<file path="config.mk">
export PLATFORM = sky130hd
export DESIGN_NAME = traffic_sched
export DESIGN_NICKNAME = d
export VERILOG_FILES = /design/src/rtl/traffic_sched.sv
export SDC_FILE = /design/constraint.sdc
export NUM_CORES = 1
export LEC_CHECK = 0
export CAP_MARGIN = 20
export CORE_UTILIZATION = 23
export DETAILED_ROUTE_END_ITERATION = 16
export PLACE_DENSITY = 0.5
export SYNTH_ARGS = -nofsm -noshare
export SYNTH_HDL_FRONTEND = slang
export SYNTH_SLANG_ARGS = --single-unit
</file>
<file path="constraint.sdc">
create_clock -name clk -period 3.9 [get_ports clk]
set_input_delay 0.78 -clock clk [delete_from_list [all_inputs] [get_ports clk]]
set_output_delay 0.78 -clock clk [all_outputs]
set_load 0.005 [all_outputs]
</file>
<file path="src/rtl/traffic_sched.sv">
// traffic_sched: phase scheduler for a two-axis (NS/EW) signalised intersection.
// Divides clk into ticks and runs the car sequence G -> Y1 -> L -> Y2 -> AR,
// alternating between the two axes. It latches pedestrian requests, grants
// walk windows with a flashing clearance, and handles emergency preemption.
//
// Ports:
//   clk          system clock, rising edge
//   reset_n      asynchronous active-low reset
//   i_enable     run; low forces IDLE
//   i_ped_req    [0] cross NS road, [1] cross EW road (pulse or level)
//   i_emg_req    emergency preemption request (level)
//   i_emg_dir    axis to clear for the emergency: 0=NS, 1=EW
//   o_phase      current state code
//   o_tick       one-cycle tick strobe
//   o_ns_car     NS car head  (RED 1000, YELLOW 0100, LEFT 0010, GREEN 0001)
//   o_ew_car     EW car head
//   o_ns_walk    walk head for crossing the NS road (RED 10, GREEN 01)
//   o_ew_walk    walk head for crossing the EW road
//   o_ped_pend   latched pending pedestrian requests
module traffic_sched #(
  parameter int TICK_DIV = 100,
  parameter int T_GREEN  = 20,
  parameter int T_YELLOW = 2,
  parameter int T_LEFT   = 10,
  parameter int T_ALLRED = 1,
  parameter int T_WALK   = 14,
  parameter int T_FLASH  = 6
) (
  input  logic       clk,
  input  logic       reset_n,
  input  logic       i_enable,
  input  logic [1:0] i_ped_req,
  input  logic       i_emg_req,
  input  logic       i_emg_dir,
  output logic [3:0] o_phase,
  output logic       o_tick,
  output logic [3:0] o_ns_car,
  output logic [3:0] o_ew_car,
  output logic [1:0] o_ns_walk,
  output logic [1:0] o_ew_walk,
  output logic [1:0] o_ped_pend
);

  typedef enum logic [3:0] {
    IDLE  = 4'd0,
    NS_G  = 4'd1,
    NS_Y1 = 4'd2,
    NS_L  = 4'd3,
    NS_Y2 = 4'd4,
    AR_A  = 4'd5,
    EW_G  = 4'd6,
    EW_Y1 = 4'd7,
    EW_L  = 4'd8,
    EW_Y2 = 4'd9,
    AR_B  = 4'd10,
    EMG   = 4'd11
  } state_t;

  localparam int PW = (TICK_DIV > 1) ? $clog2(TICK_DIV) : 1;
  localparam int TW = 16;

  localparam logic [PW-1:0] PRESC_LAST = PW'(TICK_DIV - 1);

  localparam logic [3:0] CAR_RED    = 4'b1000;
  localparam logic [3:0] CAR_YELLOW = 4'b0100;
  localparam logic [3:0] CAR_LEFT   = 4'b0010;
  localparam logic [3:0] CAR_GREEN  = 4'b0001;
  localparam logic [3:0] CAR_NONE   = 4'b0000;

  localparam logic [1:0] W_RED   = 2'b10;
  localparam logic [1:0] W_GREEN = 2'b01;
  localparam logic [1:0] W_NONE  = 2'b00;

  state_t          state;
  state_t          state_nxt;
  logic [PW-1:0]   presc;
  logic [TW-1:0]   ptick;
  logic            tick_done;
  logic            phase_end;
  logic            emg_act;
  logic            emg_dir;
  logic            emg_dir_eff;
  logic [1:0]      pend;
  logic            ns_walk_act;
  logic            ew_walk_act;
  logic            ns_win_start;
  logic            ew_win_start;

  // Index of the final tick of each timed phase.
  function automatic logic [TW-1:0] last_tick(input state_t s);
    case (s)
      NS_G, EW_G:                 last_tick = TW'(T_GREEN - 1);
      NS_Y1, NS_Y2, EW_Y1, EW_Y2: last_tick = TW'(T_YELLOW - 1);
      NS_L, EW_L:                 last_tick = TW'(T_LEFT - 1);
      AR_A, AR_B:                 last_tick = TW'(T_ALLRED - 1);
      default:                    last_tick = '0;
    endcase
  endfunction

  // Walk head inside an active window, by tick index from phase entry.
  function automatic logic [1:0] walk_head(input logic [TW-1:0] n);
    logic [TW-1:0] k;
    k = n - TW'(T_WALK);
    if (n < TW'(T_WALK))
      walk_head = W_GREEN;
    else if (k < TW'(T_FLASH))
      walk_head = k[0] ? W_NONE : W_GREEN;
    else
      walk_head = W_RED;
  endfunction

  assign tick_done = (state != IDLE) && (presc == PRESC_LAST);
  assign phase_end = tick_done && (ptick == last_tick(state));

  // The first sampled edge of a request acts on the live direction; after
  // that the latched direction is used.
  assign emg_dir_eff = emg_act ? emg_dir : i_emg_dir;

  // State register
  always_ff @(posedge clk or negedge reset_n) begin
    if (!reset_n)
      state <= IDLE;
    else
      state <= state_nxt;
  end

  // Next-state logic; emergency checks precede end-of-phase so they win.
  always_comb begin
    state_nxt = state;
    if (!i_enable) begin
      state_nxt = IDLE;
    end else begin
      case (state)
        IDLE:  state_nxt = NS_G;
        NS_G: begin
          if (i_emg_req)      state_nxt = emg_dir_eff ? NS_Y2 : EMG;
          else if (phase_end) state_nxt = NS_Y1;
        end
        NS_Y1: if (phase_end) state_nxt = i_emg_req ? AR_A : NS_L;
        NS_L: begin
          if (i_emg_req)      state_nxt = emg_dir_eff ? NS_Y2 : EMG;
          else if (phase_end) state_nxt = NS_Y2;
        end
        NS_Y2: if (phase_end) state_nxt = AR_A;
        AR_A:  if (phase_end) state_nxt = i_emg_req ? EMG : EW_G;
        EW_G: begin
          if (i_emg_req)      state_nxt = emg_dir_eff ? EMG : EW_Y2;
          else if (phase_end) state_nxt = EW_Y1;
        end
        EW_Y1: if (phase_end) state_nxt = i_emg_req ? AR_B : EW_L;
        EW_L: begin
          if (i_emg_req)      state_nxt = emg_dir_eff ? EMG : EW_Y2;
          else if (phase_end) state_nxt = EW_Y2;
        end
        EW_Y2: if (phase_end) state_nxt = AR_B;
        AR_B:  if (phase_end) state_nxt = i_emg_req ? EMG : NS_G;
        EMG:   if (!i_emg_req) state_nxt = emg_dir ? EW_Y2 : NS_Y2;
        default: state_nxt = IDLE;
      endcase
    end
  end

  // Prescaler and phase timer restart on every state change.
  always_ff @(posedge clk or negedge reset_n) begin
    if (!reset_n) begin
      presc <= '0;
      ptick <= '0;
    end else if ((state_nxt != state) || (state == IDLE)) begin
      presc <= '0;
      ptick <= '0;
    end else if (presc == PRESC_LAST) begin
      presc <= '0;
      ptick <= ptick + 1'b1;
    end else begin
      presc <= presc + 1'b1;
    end
  end

  // Emergency latch: direction captured on the first high sample while running.
  always_ff @(posedge clk or negedge reset_n) begin
    if (!reset_n) begin
      emg_act <= 1'b0;
      emg_dir <= 1'b0;
    end else if (!i_enable || (state == IDLE)) begin
      emg_act <= 1'b0;
    end else if (i_emg_req) begin
      emg_act <= 1'b1;
      if (!emg_act)
        emg_dir <= i_emg_dir;
    end else begin
      emg_act <= 1'b0;
    end
  end

  // A request on the window-start edge itself counts as served.
  assign ns_win_start = (state_nxt == EW_G) && (state != EW_G) &&
                        (pend[0] || i_ped_req[0]);
  assign ew_win_start = (state_nxt == NS_G) && (state != NS_G) &&
                        (pend[1] || i_ped_req[1]);

  always_ff @(posedge clk or negedge reset_n) begin
    if (!reset_n) begin
      pend        <= '0;
      ns_walk_act <= 1'b0;
      ew_walk_act <= 1'b0;
    end else begin
      pend[0] <= ns_win_start ? 1'b0 : (pend[0] | i_ped_req[0]);
      pend[1] <= ew_win_start ? 1'b0 : (pend[1] | i_ped_req[1]);
      // Window flags only matter in their G state; leaving it drops them.
      if (state_nxt != state) begin
        ns_walk_act <= ns_win_start;
        ew_walk_act <= ew_win_start;
      end
    end
  end

  // Output decode from registered state only.
  always_comb begin
    o_ns_car  = CAR_NONE;
    o_ew_car  = CAR_NONE;
    o_ns_walk = W_NONE;
    o_ew_walk = W_NONE;
    if (state != IDLE) begin
      o_ns_car  = CAR_RED;
      o_ew_car  = CAR_RED;
      o_ns_walk = W_RED;
      o_ew_walk = W_RED;
    end
    case (state)
      NS_G: begin
        o_ns_car = CAR_GREEN;
        if (ew_walk_act) o_ew_walk = walk_head(ptick);
      end
      NS_Y1, NS_Y2: o_ns_car = CAR_YELLOW;
      NS_L:         o_ns_car = CAR_LEFT;
      EW_G: begin
        o_ew_car = CAR_GREEN;
        if (ns_walk_act) o_ns_walk = walk_head(ptick);
      end
      EW_Y1, EW_Y2: o_ew_car = CAR_YELLOW;
      EW_L:         o_ew_car = CAR_LEFT;
      EMG: begin
        if (emg_dir) o_ew_car = CAR_GREEN;
        else         o_ns_car = CAR_GREEN;
      end
      default: ;
    endcase
  end

  assign o_phase    = state;
  assign o_tick     = tick_done;
  assign o_ped_pend = pend;

endmodule

</file>
# Yosys cells after proc, flatten, opt, wreduce, memory -nomap -nowiden
# Memory sizes are Yosys's and may differ from the RTL's.
# Cells that the tools add are included.
[word_totals]
ff_bits = 33
mem_bits_ro = 64
input_bits = 7
output_inout_bits = 19
wordCells = 98
memories = 1
[classes]
n_addsub = 3
order_cmp = 2
n_eq_ne = 18
n_mux = 46
n_bitwise = 3
n_reduce_logical = 17
[mem_list]
columns = ["name", "words", "width", "rd", "rd_clocked_by_memory_dff", "write_ports", "line", "text"]
rows = [
  ["(name not given)", 16, 4, 1, 0, 0, "91", "case (s)"],
]
[ops]
columns = ["operator", "count"]
rows = [
  ["two-way mux 4 bit", 23],
  ["one-hot mux 4 bit (12 select lines)", 1],
  ["two-way mux 16 bit", 2],
  ["one-hot mux 4 bit (4 select lines)", 2],
  ["equality test 4 x 3 -> 1 bit (second input constant)", 5],
  ["two-way mux 2 bit", 9],
  ["adder 16 x 1 -> 16 bit (second input constant)", 1],
  ["equality test 16 bit", 1],
  ["equality test 4 bit (second input constant)", 4],
  ["less-than comparator 16 x 3 -> 1 bit (second input constant)", 1],
  ["less-than comparator 16 x 4 -> 1 bit (second input constant)", 1],
  ["subtractor 16 x 4 -> 16 bit (second input constant)", 1],
  ["two-way mux 7 bit", 2],
  ["equality test 4 x 1 -> 1 bit (second input constant)", 2],
  ["equality test 4 x 2 -> 1 bit (second input constant)", 2],
  ["adder 7 x 1 -> 7 bit (second input constant)", 1],
  ["equality test 7 bit (second input constant)", 1],
  ["logical AND 1 bit", 6],
  ["two-way mux 1 bit", 6],
  ["zero test 4 bit", 1],
  ["logical OR 1 bit", 4],
  ["!= test 4 x 1 -> 1 bit (second input constant)", 1],
  ["!= test 4 x 3 -> 1 bit (second input constant)", 1],
  ["!= test 4 bit", 1],
  ["other kinds (8)", 10],
]

# Depth between registers and ports, before layout
[depth]
word_depth = 11
mapped_depth = 11
mapped_depth_nobuf = 9

# Least setup slack after synthesis
# OpenSTA, ideal clock, no wires.
[synth_path]
path_kind = "input port to flip-flop"
start = "input port i_emg_dir"
end = "register ptick[10]"
setup_ps = 147
t_arrival_ps = 2845
t_required_ps = 3753
setup_slack_ps = 909
path_stages = 9
path_buffers = 1
cell_sequence = "mux2i_1 nand2b_1 a21oi_1 a2111oi_0 o311ai_1 and4bb_2 a211oi_4 buf_6 nor4_2"
[synth_via]
elab_chain_cells = 8
elab_cells_between_ends = 13
classes_between = "eq/ne (1); mux (10); reduce/logical (2)"
[synth_rtl]
columns = ["item", "line", "text"]
rows = [
  ["from (decl)", "34", "input logic i_emg_dir,"],
  ["two-way mux 1 bit (*)", "n/a", ""],
  ["two-way mux 4 bit / two-way mux 2 bit (equally long branches)", "n/a", ""],
  ["two-way mux 4 bit, on equally long branches", "n/a", ""],
  ["one-hot mux 4 bit (12 select lines) (*)", "133", "case (state)"],
  ["two-way mux 4 bit (*)", "130", "if (!i_enable) begin"],
  ["!= test 4 bit (*)", "168", "end else if ((state_nxt != state) || (state == IDLE)) begin"],
  ["logical OR 1 bit (*)", "168", ""],
  ["two-way mux 16 bit / nonzero test 2 bit (equally long branches)", "n/a", ""],
  ["to (signal assigned)", "173", "ptick <= ptick + 1'b1;"],
  ["to (decl)", "77", "logic [TW-1:0] ptick;"],
]
# Every way passes the cells marked *; elsewhere a longest branch is shown, timed or not.
# A chain may end at the register's enable or synchronous reset.

# Worst setup path after layout
[layout_path]
start = "register ptick[1]"
end = "output port o_ns_walk[0]"
[layout_via]
elab_chain_cells = 6
elab_cells_between_ends = 7
classes_between = "add/sub (1); order compare (2); mux (4)"
[layout_rtl]
columns = ["item", "line", "text"]
rows = [
  ["subtractor 16 x 4 -> 16 bit", "103", "k = n - TW'(T_WALK);"],
  ["less-than comparator 16 x 3 -> 1 bit", "106", "else if (k < TW'(T_FLASH))"],
  ["two-way mux 2 bit", "106", ""],
  ["two-way mux 2 bit (*)", "n/a", ""],
  ["two-way mux 2 bit (*)", "238", "if (ns_walk_act) o_ns_walk = walk_head(ptick);"],
  ["two-way mux 2 bit (*)", "229", "case (state)"],
  ["to (decl)", "39", "output logic [1:0] o_ns_walk,"],
]
# Marked as above.

==> out/results.txt <==
Final min period -> 3.653 ns
Fin crit share -> 0.9366
Final setup skew -> 0.004062 ns
Die height -> 112.4 µm
Pwr Total -> 0.002023 W
Flop-to-flop setup slack -> 0.30 ns
CTS Buffer Depth -> 2
Post-synth EDFFs -> 0
Num rows -> 39
Library cells used by synthesis -> 68
Post-detail-place hpwl -> 5856 µm
Ant. Diodes -> 0
Critical path cell sequence -> buf_4, ha_1, or2_2, a221oi_1, o22ai_1, a21oi_1, nand3_1, nor2_1, clkdlybuf4s50_1
First-pass GRT wire length -> 13540 µm
CTS tree -> built
Routed via count -> 2652
Clock Latency Late Sink -> 0.27 ns
Setup TNS -> 0 ns
Critical Path AT -> 2.87 ns
Most common cell after layout, fill and taps aside -> nand2_1
Gr ovfl total -> 0
H-tree depth -> 2
IO buf count -> 25
Min Hold Slack -> 0.5179 ns
Share of layout cells above drive strength 1 -> 0.2027
Starting density of the core -> 0.2402
WL final -> 7955 µm
Post-Syn Nets -> 334
YS warnings -> 0
Post-Synthesis Cells -> 324
Reg2reg start -> o_phase[1]
Final setup fails -> 0
Critical Path Fanout Max -> 7
Hold buffer count at cts -> 0
Max VDD drop -> 0.2372 mV
Fmax -> 273.8 MHz
Hold Crit Class -> reg2reg
R2r worst-path depth -> 9
CP Capture Type -> output port
Clock sink total -> 33
Max Slew Vio Count -> 0
IO Pins -> 26
Synthesized flop and latch total -> 33
RD Place Congestion -> 0.8410
ANT nets after route -> 0
Data required time of the worst path -> 3.12 ns
Asr flop ratio synth -> 1.000
Drt first pass iters -> 4
Largest delay contributor family on the critical path -> compound AO/OA/AOI/OAI gates
Mapped Area -> 2801 µm²
Power per cell area -> 572.7 nW/µm²
CP max stage delay -> 0.51 ns
Core footprint -> 11660 µm²
Post-CTS Setup Inserts -> 0
Num CTS Buffers -> 5
Hold Vio Cnt, Final -> 0
Worst Hold Depth -> 1
Initial antenna violation count -> 0
Synth Flop Type -> dfrtp_1
Slew HR -> 0.3638
DRC -> 0
Root buffer cell -> clkbuf_16
Initial DRC Count -> 173
Largest net degree at the start of global routing -> 34
Total Routing Usage GR -> 0.1315
Layout Nets -> 374
Register area share after synthesis -> 0.2948
Vias in the first global route -> 2678
Slew of the pin with the lowest slew margin -> 0.9511 ns
Crit path depth -> 9
R2r endpoint -> ptick[9]
Drt wl/cell -> 15.66 µm
Slowest cell on crit path -> clkdlybuf4s50_1
Status -> finished clean
WP buf/inv -> 2
Commonest non-fill, non-tap cells in the layout -> nand2_1 (34), nor2_1 (33), dfrtp_1 (33)
Die width -> 112.4 µm
Hold Path Origin -> o_ped_pend[1]
RSZ-0062 raised after global routing -> no
Static Leakage -> 1.304 nW
Max-cap viol count -> 0
Drt via density -> 5.220
Area Overhead vs Synth -> 26.08%
Critical path class -> reg2out
Clock Pin Slew Worst Setup and Hold Paths -> 0.05 ns
Hold Path End -> o_ped_pend[1]
Syn avg cell area -> 8.646 µm²
Die area -> 12630 µm²
Worst setup SP type -> register
[per-stage QoR]
| step | instances | worst slack [ns] | cell area (µm²) | util |
|---|---|---|---|---|
| after CTS | 508 | 0.2120 | 3532 | 0.3029 |
| after global placement | 500 | 0.1883 | 3359 | 0.2881 |
| after global routing | 508 | 0.04166 | 3532 | 0.3029 |
| after floorplan | 324 | 0.9088 | 2801 | - |
| final | 508 | 0.2473 | 3532 | 0.3029 |
| after detailed placement | 500 | 0.1024 | 3359 | 0.2881 |
[Yosys cell counts, types with 3 or more instances]
library cell | count | area share
a31oi_1 | 4 | 0.0089
nand2b_1 | 3 | 0.0067
o21a_1 | 3 | 0.0080
nor3_1 | 10 | 0.018
o32ai_1 | 4 | 0.013
nor2b_1 | 3 | 0.0067
or3_1 | 3 | 0.0067
nand2_1 | 34 | 0.046
nor3b_1 | 3 | 0.0080
and3_1 | 5 | 0.011
mux2i_1 | 6 | 0.021
nor4_2 | 16 | 0.071
clkbuf_1 | 15 | 0.020
nor4_1 | 6 | 0.013
o22ai_1 | 4 | 0.0089
dfrtp_1 | 33 | 0.29
o211ai_1 | 3 | 0.0080
xnor2_1 | 10 | 0.031
inv_1 | 9 | 0.012
a21oi_1 | 16 | 0.029
ha_1 | 3 | 0.013
nand4_1 | 5 | 0.011
o21ai_0 | 6 | 0.011
xor2_1 | 11 | 0.034
nor2_1 | 33 | 0.044
o31ai_1 | 3 | 0.0080
buf_6 | 5 | 0.020
and2_1 | 3 | 0.0067
nand3_1 | 14 | 0.025
[report_power, final]
part           internal, W  total (W)  switching [W]
clock network     0.000319   0.000461       0.000142
logic             0.000481    0.00113       0.000646
registers         0.000375   0.000434      0.0000591
[area by class of cell]
| type | instances | area [µm²] |
|---|---|---|
| Sequential cell | 33 | 825.8 |
| Timing Repair Buffer | 57 | 503.0 |
| Tap cell | 143 | 178.9 |
| Clock buffer | 7 | 142.6 |
| Inverter | 11 | 41.29 |
| Clock inverter | 1 | 30.03 |
| Fill cell | 1223 | 8130 |
| Multi-Input combinational cell | 256 | 1810 |
[sequential cells by signal, indices dropped and copies added, names as in the netlist]
| register | flops |
|---|---|
| emg_act | 1 |
| emg_dir | 1 |
| ew_walk_act | 1 |
| ns_walk_act | 1 |
| o_ped_pend | 2 |
| o_phase | 4 |
| presc | 7 |
| ptick | 16 |
[worst max-delay path by stage]
stage,to,from,slack [ns]
3_3_place_gp,ptick[3],i_emg_req,0.19
3_5_place_dp,ptick[7],i_emg_req,0.10
2_1_floorplan,ptick[10],i_emg_dir,0.91
5_1_grt,ptick[5],o_phase[0],0.04
4_1_cts,o_ns_walk[0],ptick[1],0.21
6_report,o_ns_walk[0],ptick[1],0.25
[repair_timing]
action,4_1_cts,5_1_grt
gates resized for setup,0,0
endpoints found under the setup margin,0,7
endpoints found under the hold margin,0,0
[cells by family (layout without fill, tap and decap cells)]
family          count (synthesis)  after routing  share of synthesized area
flops                          33             33                     0.2948
fa+ha+maj                       3              3                    0.01340
buf+inv                        35             76                    0.06119
xor+xnor                       21             21                    0.06565
compound gates                 68             68                     0.1929
mux                             8              8                    0.03082
simple gates                  156            156                     0.3412
[routing by layer]
layer / share of wire / global-route usage
met5: 0 / 0
met4: 0.0047 / 0.02489
met3: 0.028 / 0.02376
met2: 0.49 / 0.2228
met1: 0.47 / 0.1759
No activity file was read; power rests on OpenSTA's default activity.
